===== src/rtl/rs_issue_select.sv =====
// rs_issue_select: picks one ready RS entry per cycle into a one-deep ALU issue register,
// tracks ops in flight and turns ALU completions into per-slot broadcast pulses.
// Define RS_ISSUE_RR_EN for round-robin selection (default: fixed priority, lowest index).
package rs_issue_select_pkg;
    localparam int unsigned OPC_W  = 4;
    localparam int unsigned TAG_W  = 4;
    localparam int unsigned DATA_W = 32;

    typedef struct packed {
        logic              valid;
        logic [OPC_W-1:0]  opcode;
        logic [TAG_W-1:0]  tag;
        logic [DATA_W-1:0] r1;
        logic [DATA_W-1:0] r2;
    } rs_t;

    typedef struct packed {
        logic              rdy;
        logic [TAG_W-1:0]  tag;
        logic [DATA_W-1:0] data;
    } sal_t;
endpackage

module rs_issue_select
    import rs_issue_select_pkg::*;
#(
    parameter int unsigned size         = 8,
    parameter int unsigned MAX_INFLIGHT = 2,
    localparam int unsigned IDX_W = (size > 1) ? $clog2(size) : 1,
    localparam int unsigned CNT_W = $clog2(MAX_INFLIGHT + 1)
) (
    input  logic              clk,
    input  logic              rst,
    input  logic              flush,
    input  rs_t               rs_data [size],
    input  logic [size-1:0]   rs_ready,
    input  logic              alu_ready,
    input  logic              alu_done,
    input  logic [IDX_W-1:0]  alu_rs_idx,
    input  logic [DATA_W-1:0] alu_result,
    output logic              issue_valid,
    output rs_t               issue_op,
    output logic [IDX_W-1:0]  issue_rs_idx,
    output sal_t              broadcast_bus [size],
    output logic [CNT_W-1:0]  inflight_cnt
);

    logic [size-1:0]  issued;
    logic [TAG_W-1:0] tag_store [size];

    logic [size-1:0]  valid_c;
    logic [size-1:0]  cand_c;
    logic [size-1:0]  grant_mask_c;
    logic [IDX_W-1:0] grant_idx_c;
    logic             grant_c;

    always_comb begin
        for (int unsigned i = 0; i < size; i++) begin
            valid_c[i] = rs_data[i].valid;
            cand_c[i]  = rs_data[i].valid & rs_ready[i] & ~issued[i];
        end
    end

`ifdef RS_ISSUE_RR_EN
    logic [IDX_W-1:0] rr_ptr;
    logic             found_c;

    // First candidate at or after the round-robin pointer, wrapping around.
    always_comb begin
        grant_idx_c = '0;
        found_c     = 1'b0;
        for (int unsigned k = 0; k < size; k++) begin
            if (!found_c && cand_c[IDX_W'((32'(rr_ptr) + k) % size)]) begin
                grant_idx_c = IDX_W'((32'(rr_ptr) + k) % size);
                found_c     = 1'b1;
            end
        end
    end

    always_ff @(posedge clk) begin
        if (rst || flush) begin
            rr_ptr <= '0;
        end else if (grant_c) begin
            rr_ptr <= IDX_W'((32'(grant_idx_c) + 32'd1) % size);
        end
    end
`else
    // Lowest-index candidate wins.
    always_comb begin
        grant_idx_c = '0;
        for (int k = int'(size) - 1; k >= 0; k--) begin
            if (cand_c[k]) begin
                grant_idx_c = IDX_W'(k);
            end
        end
    end
`endif

    always_comb begin
        grant_c      = (|cand_c) && (inflight_cnt < CNT_W'(MAX_INFLIGHT))
                       && (!issue_valid || alu_ready);
        grant_mask_c = grant_c ? (size'(1) << grant_idx_c) : '0;
    end

    always_ff @(posedge clk) begin
        if (rst || flush) begin
            issue_valid  <= 1'b0;
            issue_op     <= '0;
            issue_rs_idx <= '0;
            issued       <= '0;
            inflight_cnt <= '0;
            for (int unsigned i = 0; i < size; i++) begin
                broadcast_bus[i] <= '0;
                tag_store[i]     <= '0;
            end
        end else begin
            if (grant_c) begin
                issue_valid                <= 1'b1;
                issue_op                   <= rs_data[grant_idx_c];
                issue_rs_idx               <= grant_idx_c;
                tag_store[grant_idx_c]     <= rs_data[grant_idx_c].tag;
            end else if (issue_valid && alu_ready) begin
                issue_valid <= 1'b0;
            end

            // A slot leaving the RS forgets it was issued.
            issued <= (issued & valid_c) | grant_mask_c;

            case ({grant_c, alu_done && (inflight_cnt != '0)})
                2'b10:   inflight_cnt <= inflight_cnt + CNT_W'(1);
                2'b01:   inflight_cnt <= inflight_cnt - CNT_W'(1);
                default: inflight_cnt <= inflight_cnt;
            endcase

            for (int unsigned i = 0; i < size; i++) begin
                broadcast_bus[i] <= '0;
            end
            if (alu_done) begin
                broadcast_bus[alu_rs_idx] <= '{rdy: 1'b1, tag: tag_store[alu_rs_idx],
                                               data: alu_result};
            end
        end
    end

    // A completion with nothing in flight means the ALU broke protocol.
    always_ff @(posedge clk) begin
        if (!rst && !flush && alu_done) begin
            assert (inflight_cnt != '0);
        end
    end

endmodule


===== config.mk =====
export PLATFORM = sky130hd
export DESIGN_NAME = rs_issue_select
export DESIGN_NICKNAME = d
export VERILOG_FILES = /design/src/rtl/rs_issue_select.sv
export SDC_FILE = /design/constraint.sdc
export NUM_CORES = 1
export LEC_CHECK = 0
export ABC_AREA = 1
export CORE_AREA = 2 2 387 389
export DETAILED_ROUTE_END_ITERATION = 8
export DIE_AREA = 0 0 389 391
export PLACE_DENSITY_LB_ADDON = 0.08
export REMOVE_ABC_BUFFERS = 1
export SYNTH_ARGS = -nofsm -noshare
export SYNTH_HDL_FRONTEND = slang
export SYNTH_SLANG_ARGS = --single-unit

===== constraint.sdc =====
create_clock -name clk -period 2.8 [get_ports clk]
set_clock_uncertainty 0.15 [all_clocks]
set_input_delay 0.7 -clock clk [delete_from_list [all_inputs] [get_ports clk]]
set_output_delay 0.7 -clock clk [all_outputs]
set_load 0.005 [all_outputs]

==> flow_metrics.env, run 1 <==
export IMPL_coreArea_sq_um=149000
export IMPL_max_cap_viol_count=0
export IMPL_rsz0062_at_grt="true"
export IMPL_status="completed"
export IMPL_clk_path_buf_depth=3
export IMPL_syn_area_per_cell_sq_um=6.79
export IMPL_wl_per_cell_um=23.1
export IMPL_placedCellCount=5576
export IMPL_worstRegToRegCells=11
export IMPL_grt_max_degree=57
export IMPL_drc=0
export IMPL_grt_antenna_before_repair=76
export IMPL_seq_area_frac_synth_pct=48.7
export IMPL_grt_pass1_wl_mm=179
export IMPL_start_kind="input pin"
export IMPL_syn_to_final_growth_pct=89.1
export IMPL_clkTransAtPathRegs_ns=0.06
export IMPL_ios=1007
export IMPL_setup_viol=0
export IMPL_globalplace_congestion=0.873
export IMPL_synth_ff_latch_count=415
export IMPL_clock_latency_ns=0.64
export IMPL_h_tree_depth=2
export IMPL_ant_nets=0
export IMPL_cts_buffers=56
export IMPL_layout_commonest_cell="nand2_1"
export IMPL_cts_tree="built"
export IMPL_clock_sinks=415
export IMPL_peakVddDrop_mv=0.364
export IMPL_die_w_um=389
export IMPL_multi_input_area_sq_um=7680
export IMPL_dr_total_vias=20878
export IMPL_fmax_mhz=377
export IMPL_final_nets=4335
export IMPL_synthDominantCellAreaShare_pct=43.2
export IMPL_worst_slew_pin_slew_ns=0.648
export IMPL_final_cells=5710
export IMPL_critical_path_class="in -> reg"
export IMPL_start_util_pct=11.9
export IMPL_portBuffers=1006
export IMPL_routed_wl_mm=132
export IMPL_power_density_nw_per_um2=540
export IMPL_p_leak_nw=14.6
export IMPL_root_buffer="clkbuf_16"
export IMPL_synthCells=2611
export IMPL_grtUsageTotal_pct=16.7
export IMPL_drv_slew=0
export IMPL_yosysWarnings=0
export IMPL_grt_pass1_vias=22123
export IMPL_fillers=16702
export IMPL_drive_gt1_share_pct=8.20
export IMPL_hold_viol=0
export IMPL_worstPathRequired_ns=3.15
export IMPL_drtPass1Iterations=4
export IMPL_drt_iter0_markers=813
export IMPL_via_per_inst=3.66
export IMPL_slew_headroom_pct=56.8
export IMPL_hold_depth=2
export IMPL_die_area_sq_um=152000
export IMPL_end_kind="flip-flop"
export IMPL_yosysUniqueCellTypes=31
export IMPL_final_cell_mix="1098 x nand2_1, 1006 x clkdlybuf4s50_1, 383 x dfxtp_1"
export IMPL_regArea_sq_um=8630
export IMPL_p_total_mw=18.1
export IMPL_cp_max_fo=44
export IMPL_die_h_um=391
export IMPL_gr_total_overflow=0
export IMPL_period_share_pct=94.6
export IMPL_post_route_min_period_ns=2.65
export IMPL_yosys_area_top_type="dfxtp_1"
export IMPL_min_path_type="reg -> reg"
export IMPL_synthTopCellsByArea="dfxtp_1 43%, nand2_1 23%, nor2_1 7.3%"
export IMPL_cp_data_arrival_time_ns=3.00
export IMPL_rows=142
export IMPL_synth_cell_area_sq_um=17700
export IMPL_hpwl_mm=105
-- sequential cells by signal, indices dropped and copies added, names as in the netlist --
signal         count
broadcast_bus    296
inflight_cnt       2
issue_op          73
issue_rs_idx       3
issue_valid        1
issued             8
tag_store         32
-- per-layer routing --
layer	routed length [um]	GRT usage [%]
met5	363	0
met4	3410	4.25
met3	12600	7.12
met2	66700	30.7
met1	49000	17.3
-- worst max-delay path, stage by stage --
cell and delay [ns]:
clkdlybuf4s50_1 0.49, nand3_1 0.10, nand2_1 0.08, nand2_1 0.05
nand2_1 0.09, nand2_1 0.07, nand2_2 0.15, nand2_8 0.07
nand2_4 0.08, buf_4 0.18, buf_12 0.25, nand2_1 0.10
nand2_1 0.08, nand2_1 0.09, nand2_1 0.11, nand2_2 0.06
buf_12 0.14, nor2_1 0.08
-- area by class of cell --
cell class / instances / area share [%]
repair buffers: 1188 / 35.9
flip-flops and latches: 415 / 25.7
well taps: 1944 / 7.25
clock inverters: 28 / 1.15
inverters: 203 / 2.28
diodes: 23 / 0.172
multi-input cells: 1838 / 22.9
clock buffers: 71 / 4.62
-- where the power goes --
part / switching, mW / total [mW] / leakage [nW] / internal, mW
sequential: 0.0759 / 6.21 / 3.45 / 6.13
clock: 3.04 / 7.68 / 0.939 / 4.64
combinational: 2.25 / 4.21 / 10.2 / 1.96
-- synthesized netlist by cell type --
library cell / n
nand2_1: 1100
dfxtp_1: 383
nor2_1: 344
nand3_1: 247
inv_1: 196
clkbuf_1: 81
nand4_1: 77
buf_2: 55
edfxtp_1: 32
a21oi_1: 14
buf_4: 12
o21ai_0: 11
nand2_2: 8
nor3b_1: 8
inv_2: 7
buf_1: 6
nor3_1: 6
nor2_4: 5
nand3b_1: 4
and3_1: 2
buf_6: 2
nand3b_4: 2
a21boi_0: 1
a21oi_4: 1
and2_1: 1
ha_1: 1
nand2_4: 1
nand3_2: 1
nor3_2: 1
o21a_1: 1
o21ai_1: 1
-- worst paths after layout --
| check | slack [ns] | startpoint | endpoint |
|---|---|---|---|
| worst max-delay path | 0.15 | rs_data[145] | tag_store[7][1]$_SDFFCE_PN0P_ |
| worst min-delay path | 0.32 | issued[2]$_SDFF_PP0_ | issued[2]$_SDFF_PP0_ |
| worst max register to register | 0.29 | issued[4]$_SDFF_PP0_ | tag_store[1][0]$_SDFFCE_PN0P_ |
| worst min register to register | 0.32 | issued[2]$_SDFF_PP0_ | issued[2]$_SDFF_PP0_ |
-- stage by stage --
step | utilization [%] | hold WS, ns | setup WS (ns) | area, sq um | setup TNS [ns]
2_1_floorplan | - | 0.290 | -2.80 | 17000 | -1166.64
3_3_place_gp | 21.1 | 0.306 | -0.822 | 31400 | -164.44
3_5_place_dp | 21.1 | 0.313 | -0.888 | 31400 | -163.03
4_1_cts | 22.4 | 0.322 | 0.0356 | 33300 | 0
5_1_grt | 22.6 | 0.342 | -0.0671 | 33500 | -0.916
6_report | 22.6 | 0.318 | 0.151 | 33500 | 0
-- kinds of logic (layout without fill, tap and decap cells) --
logic type	count (synthesis)	in the layout	share of synthesized area, %
and+or+nand+nor	1807	1808	42.0
DFF	415	415	48.7
AOI/OAI and AO/OA	29	29	0.910
adders and majority gates	1	1	0.0705
other	0	23	0
buffers and inverters	359	1490	8.33
-- timing repair --
item,in CTS,in global routing
setup endpoints to repair,59,102
resized for setup,1,8
cloned,1,1
hold buffers,0,0
buffers inserted,0,10
pin swaps,1,3
Note: power is estimated with default switching activity, not from simulation.
==> run 2: changes to the inputs <==
--- a/config.mk
+++ b/config.mk
@@ -11,6 +11,7 @@
 export DIE_AREA = 0 0 389 391
 export PLACE_DENSITY_LB_ADDON = 0.08
 export REMOVE_ABC_BUFFERS = 1
+export SETUP_SLACK_MARGIN = 0.15
 export SYNTH_ARGS = -nofsm -noshare
 export SYNTH_HDL_FRONTEND = slang
 export SYNTH_SLANG_ARGS = --single-unit
==> run 2 against run 1 <==
Fmax rose by 2.0%. Largest cell class unchanged. Register-to-register slack better by 0.10 ns. Clock-buffer cell count did not move. Worst setup slack improved by 0.051 ns. Wire length is 2.7% higher. Critical path depth shrank 17. Critical path type is now reg -> out. Die area is the same.
==> flow_metrics.env, run 2 (synthesis gave the netlist of run 1 again) <==
export IMPL_syn_to_final_growth_pct=92.3
export IMPL_max_cap_viol_count=0
export IMPL_via_per_inst=3.68
export IMPL_grt_pass1_wl_mm=179
export IMPL_drive_gt1_share_pct=9.08
export IMPL_drtPass1Iterations=5
export IMPL_final_nets=4359
export IMPL_critical_path_class="reg -> out"
export IMPL_grtUsageTotal_pct=16.7
export IMPL_seqPwrFrac_pct=33.8
export IMPL_fin_area_sq_um=34100
export IMPL_largest_register_ffs=296
export IMPL_dr_total_vias=21115
export IMPL_layout_commonest_cell="nand2_1"
export IMPL_power_share_combinational_pct=24.4
export IMPL_p_total_mw=18.4
export IMPL_cts_tree="built"
export IMPL_final_cell_mix="1090 x nand2_1, 997 x clkdlybuf4s50_1, 383 x dfxtp_1"
export IMPL_post_route_min_period_ns=2.60
export IMPL_clock_latency_ns=0.66
export IMPL_clkTransAtPathRegs_ns=0.06
export IMPL_worstPathRequired_ns=1.95
export IMPL_globalplace_congestion=0.873
export IMPL_place_area_sq_um=31400
export IMPL_rsz0062_at_grt="false"
export IMPL_power_density_nw_per_um2=539
export IMPL_period_share_pct=92.8
export IMPL_status="completed"
export IMPL_cts_buffers=56
export IMPL_top_regs="broadcast_bus (296), issue_op (73), tag_store (32)"
export IMPL_fmax_mhz=385
export IMPL_critPathBufInv=1
export IMPL_fin_ws_ns=0.202
export IMPL_grt_antenna_before_repair=76
export IMPL_cpLargestDelayFamily="buffers and inverters"
export IMPL_cp_cell_sequence="clkdlybuf4s50_1"
export IMPL_start_kind="flip-flop"
export IMPL_p_leak_nw=14.9
export IMPL_h_tree_depth=2
export IMPL_clk_path_buf_depth=3
export IMPL_top_register="broadcast_bus"
export IMPL_rows=142
export IMPL_p_switching_mw=5.51
export IMPL_grt_max_degree=57
export IMPL_hold_viol=0
export IMPL_critPathMaxStageDelay_ns=0.77
export IMPL_cp_data_arrival_time_ns=1.75
export IMPL_hpwl_mm=105
export IMPL_drv_slew=0
export IMPL_start_util_pct=11.9
export IMPL_coreArea_sq_um=149000
export IMPL_grt_pass1_vias=22169
export IMPL_setup_viol=0
export IMPL_portBuffers=1006
export IMPL_ant_nets=0
export IMPL_die_area_sq_um=152000
export IMPL_routed_wl_mm=136
export IMPL_clkPwrFrac_pct=41.8
export IMPL_placedCellCount=5576
export IMPL_internal_power_mw=12.9
export IMPL_final_cells=5732
export IMPL_gr_total_overflow=0
export IMPL_cp_max_fo=1
export IMPL_wl_per_cell_um=23.7
export IMPL_switching_share_pct=29.9
export IMPL_die_h_um=391
export IMPL_cpMaxStageDelayCell="clkdlybuf4s50_1"
export IMPL_drt_iter0_markers=866
export IMPL_drc=0
export IMPL_peakVddDrop_mv=0.391
export IMPL_ios=1007
export IMPL_die_w_um=389
export IMPL_slew_headroom_pct=57.5
export IMPL_root_buffer="clkbuf_16"
export IMPL_end_kind="output pin"
export IMPL_min_path_type="in -> reg"
export IMPL_hold_buffers=0
export IMPL_clock_sinks=415
export IMPL_worst_slew_pin_slew_ns=0.638
export IMPL_pre_cts_ws_ns=-0.888
run 2: final cells by class:
type	count	area, sq um
timing repair buffer	1212	12500
clock inverter	28	384
clock buffer	71	1550
antenna	21	52.6
sequential	415	8630
fill	16663	114000
tap	1944	2430
multi-input combinational	1838	7750
inverter	203	772
run 2: repair_timing:
item,CTS,global route
setup endpoints to repair,137,140
hold endpoints to repair,0,0
gates cloned,1,10
resized for setup,11,47
pin swaps,3,14
setup buffers,9,16
run 2: worst paths after layout:
path                                                    start                       end  slack, ns  depth (start not counted)
worst max-delay path            broadcast_bus[180]$_SDFF_PP0_        broadcast_bus[180]       0.20                          1
worst max register to register           issued[4]$_SDFF_PP0_  issue_op[2]$_SDFFE_PP0P_       0.39                         15
worst min register to register           issued[2]$_SDFF_PP0_      issued[2]$_SDFF_PP0_       0.32                          2
worst min-delay path                             rs_data[145]      issued[6]$_SDFF_PP0_       0.20                          3
run 2: per-stage QoR:
stage / util (%) / setup TNS (ns) / hold WS (ns)
after floorplan: - / -1166.64 / 0.290
after global placement: 21.1 / -164.44 / 0.306
after detailed placement: 21.1 / -163.03 / 0.313
after CTS: 22.5 / 0 / 0.322
after global routing: 22.9 / 0 / 0.186
final: 23.0 / 0 / 0.203
run 2: per-layer routing:
layer,GRT usage (%),wire length [um]
met3,7.07,12500
met4,4.25,3390
met1,17.4,50500
met5,0,394
met2,30.7,68800
run 2: power groups by stage:
stage	clock, mW	sequential [mW]	combinational [mW]
floorplan	0	6.33	1.48
global placement	0	6.34	4.27
detailed placement	0	6.34	4.26
CTS	8.01	6.21	4.33
global route	8.23	6.22	4.91
finish	7.70	6.21	4.49
==> run 3: changes to the inputs <==
--- a/config.mk
+++ b/config.mk
@@ -7,6 +7,7 @@
 export LEC_CHECK = 0
 export ABC_AREA = 1
 export CORE_AREA = 2 2 387 389
+export CTS_CLUSTER_DIAMETER = 40
 export DETAILED_ROUTE_END_ITERATION = 8
 export DIE_AREA = 0 0 389 391
 export PLACE_DENSITY_LB_ADDON = 0.08
==> run 3 against run 2 <==
Worst setup slack better by 0.027 ns. Sequential share of layout area fell by 1.2 points. Worst hold slack got worse by 0.053 ns. Final area rose by 4.8%. Critical endpoint is now issue_op[66].
==> flow_metrics.env, run 3 (synthesis gave the netlist of run 1 again) <==
export IMPL_pre_cts_ws_ns=-0.888
export IMPL_post_route_min_period_ns=2.57
export IMPL_gr_total_overflow=0
export IMPL_max_cap_viol_count=0
export IMPL_worst_slew_pin_slew_ns=0.652
export IMPL_layout_commonest_cell="nand2_1"
export IMPL_via_per_inst=3.67
export IMPL_die_area_sq_um=152000
export IMPL_drive_gt1_share_pct=11.1
export IMPL_period_share_pct=91.8
export IMPL_grt_antenna_before_repair=75
export IMPL_coreArea_sq_um=149000
export IMPL_clock_latency_ns=0.71
export IMPL_top_regs="broadcast_bus (296), issue_op (73), tag_store (32)"
export IMPL_end_kind="output pin"
export IMPL_cp_cell_sequence="clkdlybuf4s50_1"
export IMPL_wl_per_cell_um=23.4
export IMPL_ant_nets=0
export IMPL_hold_slack_ns=0.150
export IMPL_root_buffer="clkbuf_16"
export IMPL_peakVddDrop_mv=0.471
export IMPL_portBuffers=1006
export IMPL_globalplace_congestion=0.873
export IMPL_clkTransAtPathRegs_ns=0.05
export IMPL_hp_start="rs_data[145]"
export IMPL_hold_viol=0
export IMPL_cpLargestDelayFamily="buffers and inverters"
export IMPL_drc=0
export IMPL_cts_buffers=104
export IMPL_fillers=16532
export IMPL_top_register="broadcast_bus"
export IMPL_critical_path_class="reg -> out"
export IMPL_fin_ws_ns=0.229
export IMPL_worstPathRequired_ns=1.95
export IMPL_setup_viol=0
export IMPL_grt_pass1_vias=22626
export IMPL_final_cell_mix="1090 x nand2_1, 992 x clkdlybuf4s50_1, 383 x dfxtp_1"
export IMPL_largest_register_ffs=296
export IMPL_ios=1007
export IMPL_min_path_type="in -> reg"
export IMPL_startpoint="issue_op[66]$_SDFFE_PP0P_"
export IMPL_start_kind="flip-flop"
export IMPL_grtUsageTotal_pct=16.9
export IMPL_start_util_pct=11.9
export IMPL_fin_area_sq_um=35700
export IMPL_routed_wl_mm=136
export IMPL_h_tree_depth=3
export IMPL_top_layer="met5"
export IMPL_slew_headroom_pct=56.5
export IMPL_cp_max_fo=2
export IMPL_dr_total_vias=21403
export IMPL_fmax_mhz=389
export IMPL_tns_ns=0
export IMPL_clock_sinks=415
export IMPL_die_h_um=391
export IMPL_rsz0062_at_grt="false"
export IMPL_r2r_start="issued[4]$_SDFF_PP0_"
export IMPL_drtPass1Iterations=5
export IMPL_grt_max_degree=57
export IMPL_die_w_um=389
export IMPL_syn_to_final_growth_pct=102
export IMPL_place_area_sq_um=31400
export IMPL_drv_slew=0
export IMPL_cts_tree="built"
export IMPL_wl_met1_mm=50.3
export IMPL_cp_data_arrival_time_ns=1.72
export IMPL_cpMaxStageDelayCell="clkdlybuf4s50_1"
export IMPL_status="completed"
export IMPL_drt_iter0_markers=790
export IMPL_clk_path_buf_depth=3
export IMPL_rows=142
export IMPL_hpwl_mm=105
export IMPL_critPathMaxStageDelay_ns=0.63
export IMPL_power_density_nw_per_um2=645
export IMPL_wl_met3_mm=13.0
export IMPL_grt_pass1_wl_mm=181
export IMPL_p_leak_nw=15.7
export IMPL_final_nets=4403
export IMPL_met2WireLength_mm=68.6
export IMPL_critPathBufInv=1
run 3: changes by cell type in the layout (fill, tap and decap cells not counted), moves of 3 or more:
cell             delta
dlygate4sd2_1       +7
buf_4               -3
clkdlybuf4s50_1     -5
clkinv_16           +3
clkbuf_1            +6
clkbuf_8            +5
clkinv_4            +6
buf_12              -6
inv_6               +6
clkinv_2            +9
clkinvlp_4          +5
clkbuf_16          +50
run 3: layout make-up:
| cell class | instances | area [sq um] | share of cell area, % |
|---|---|---|---|
| Timing Repair Buffer | 1207 | 12500 | 34.8 |
| Sequential cell | 415 | 8630 | 24.1 |
| Multi-Input combinational cell | 1839 | 7770 | 21.7 |
| Clock buffer | 132 | 2890 | 8.09 |
| Tap cell | 1944 | 2430 | 6.81 |
| Inverter | 203 | 776 | 2.17 |
| Clock inverter | 64 | 741 | 2.07 |
| Antenna cell | 21 | 52.6 | 0.147 |
run 3: report_power, final:
part / internal [mW] / switching (mW)
Combinational: 2.09 / 2.36
Sequential: 6.15 / 0.0761
Clock: 8.17 / 4.22
Total: 16.4 / 6.66
run 3: worst reg2reg max path: stages (launching register included):
cell and delay [ns]:
dfxtp_1 0.37, nand3b_1 0.17, buf_4 0.15, nand2_1 0.08, nor2_4 0.20, nor3_4 0.08, buf_4 0.14, inv_1 0.08
nand2_2 0.10, nor2_4 0.26, nand2_1 0.16, nand2_1 0.18
run 3: timing repair:
| action | in CTS | in global routing |
|---|---|---|
| resized for setup | 13 | 60 |
| cloned | 1 | 11 |
| hold buffers | 0 | 0 |
| endpoints found under the setup margin | 130 | 137 |
| buffers inserted | 3 | 17 |
| pin swaps | 2 | 17 |
run 3: routing by layer:
layer  GRT usage [%]  vias up
met5               0        -
met3            7.49      273
met2            30.6      843
met1            17.4     9786
li1                -    10443
met4            5.48       58
run 3: stage by stage:
step	utilization, %	total power [mW]	cells
after floorplan	-	7.81	2455
after global placement	21.1	10.6	5576
after detailed placement	21.1	10.6	5576
after CTS	23.6	23.3	5776
after global routing	24.1	24.2	5818
final	24.1	23.1	5825
run 3: path summary, 6_finish.rpt:
path                                                 endpoint  cells past startpoint  slack, ns
worst max-delay path                             issue_op[66]                      1       0.23
worst max register to register  tag_store[1][3]$_SDFFCE_PN0P_                     11       0.35
worst min-delay path                     issued[6]$_SDFF_PP0_                      3       0.15
worst min register to register           issued[2]$_SDFF_PP0_                      2       0.32
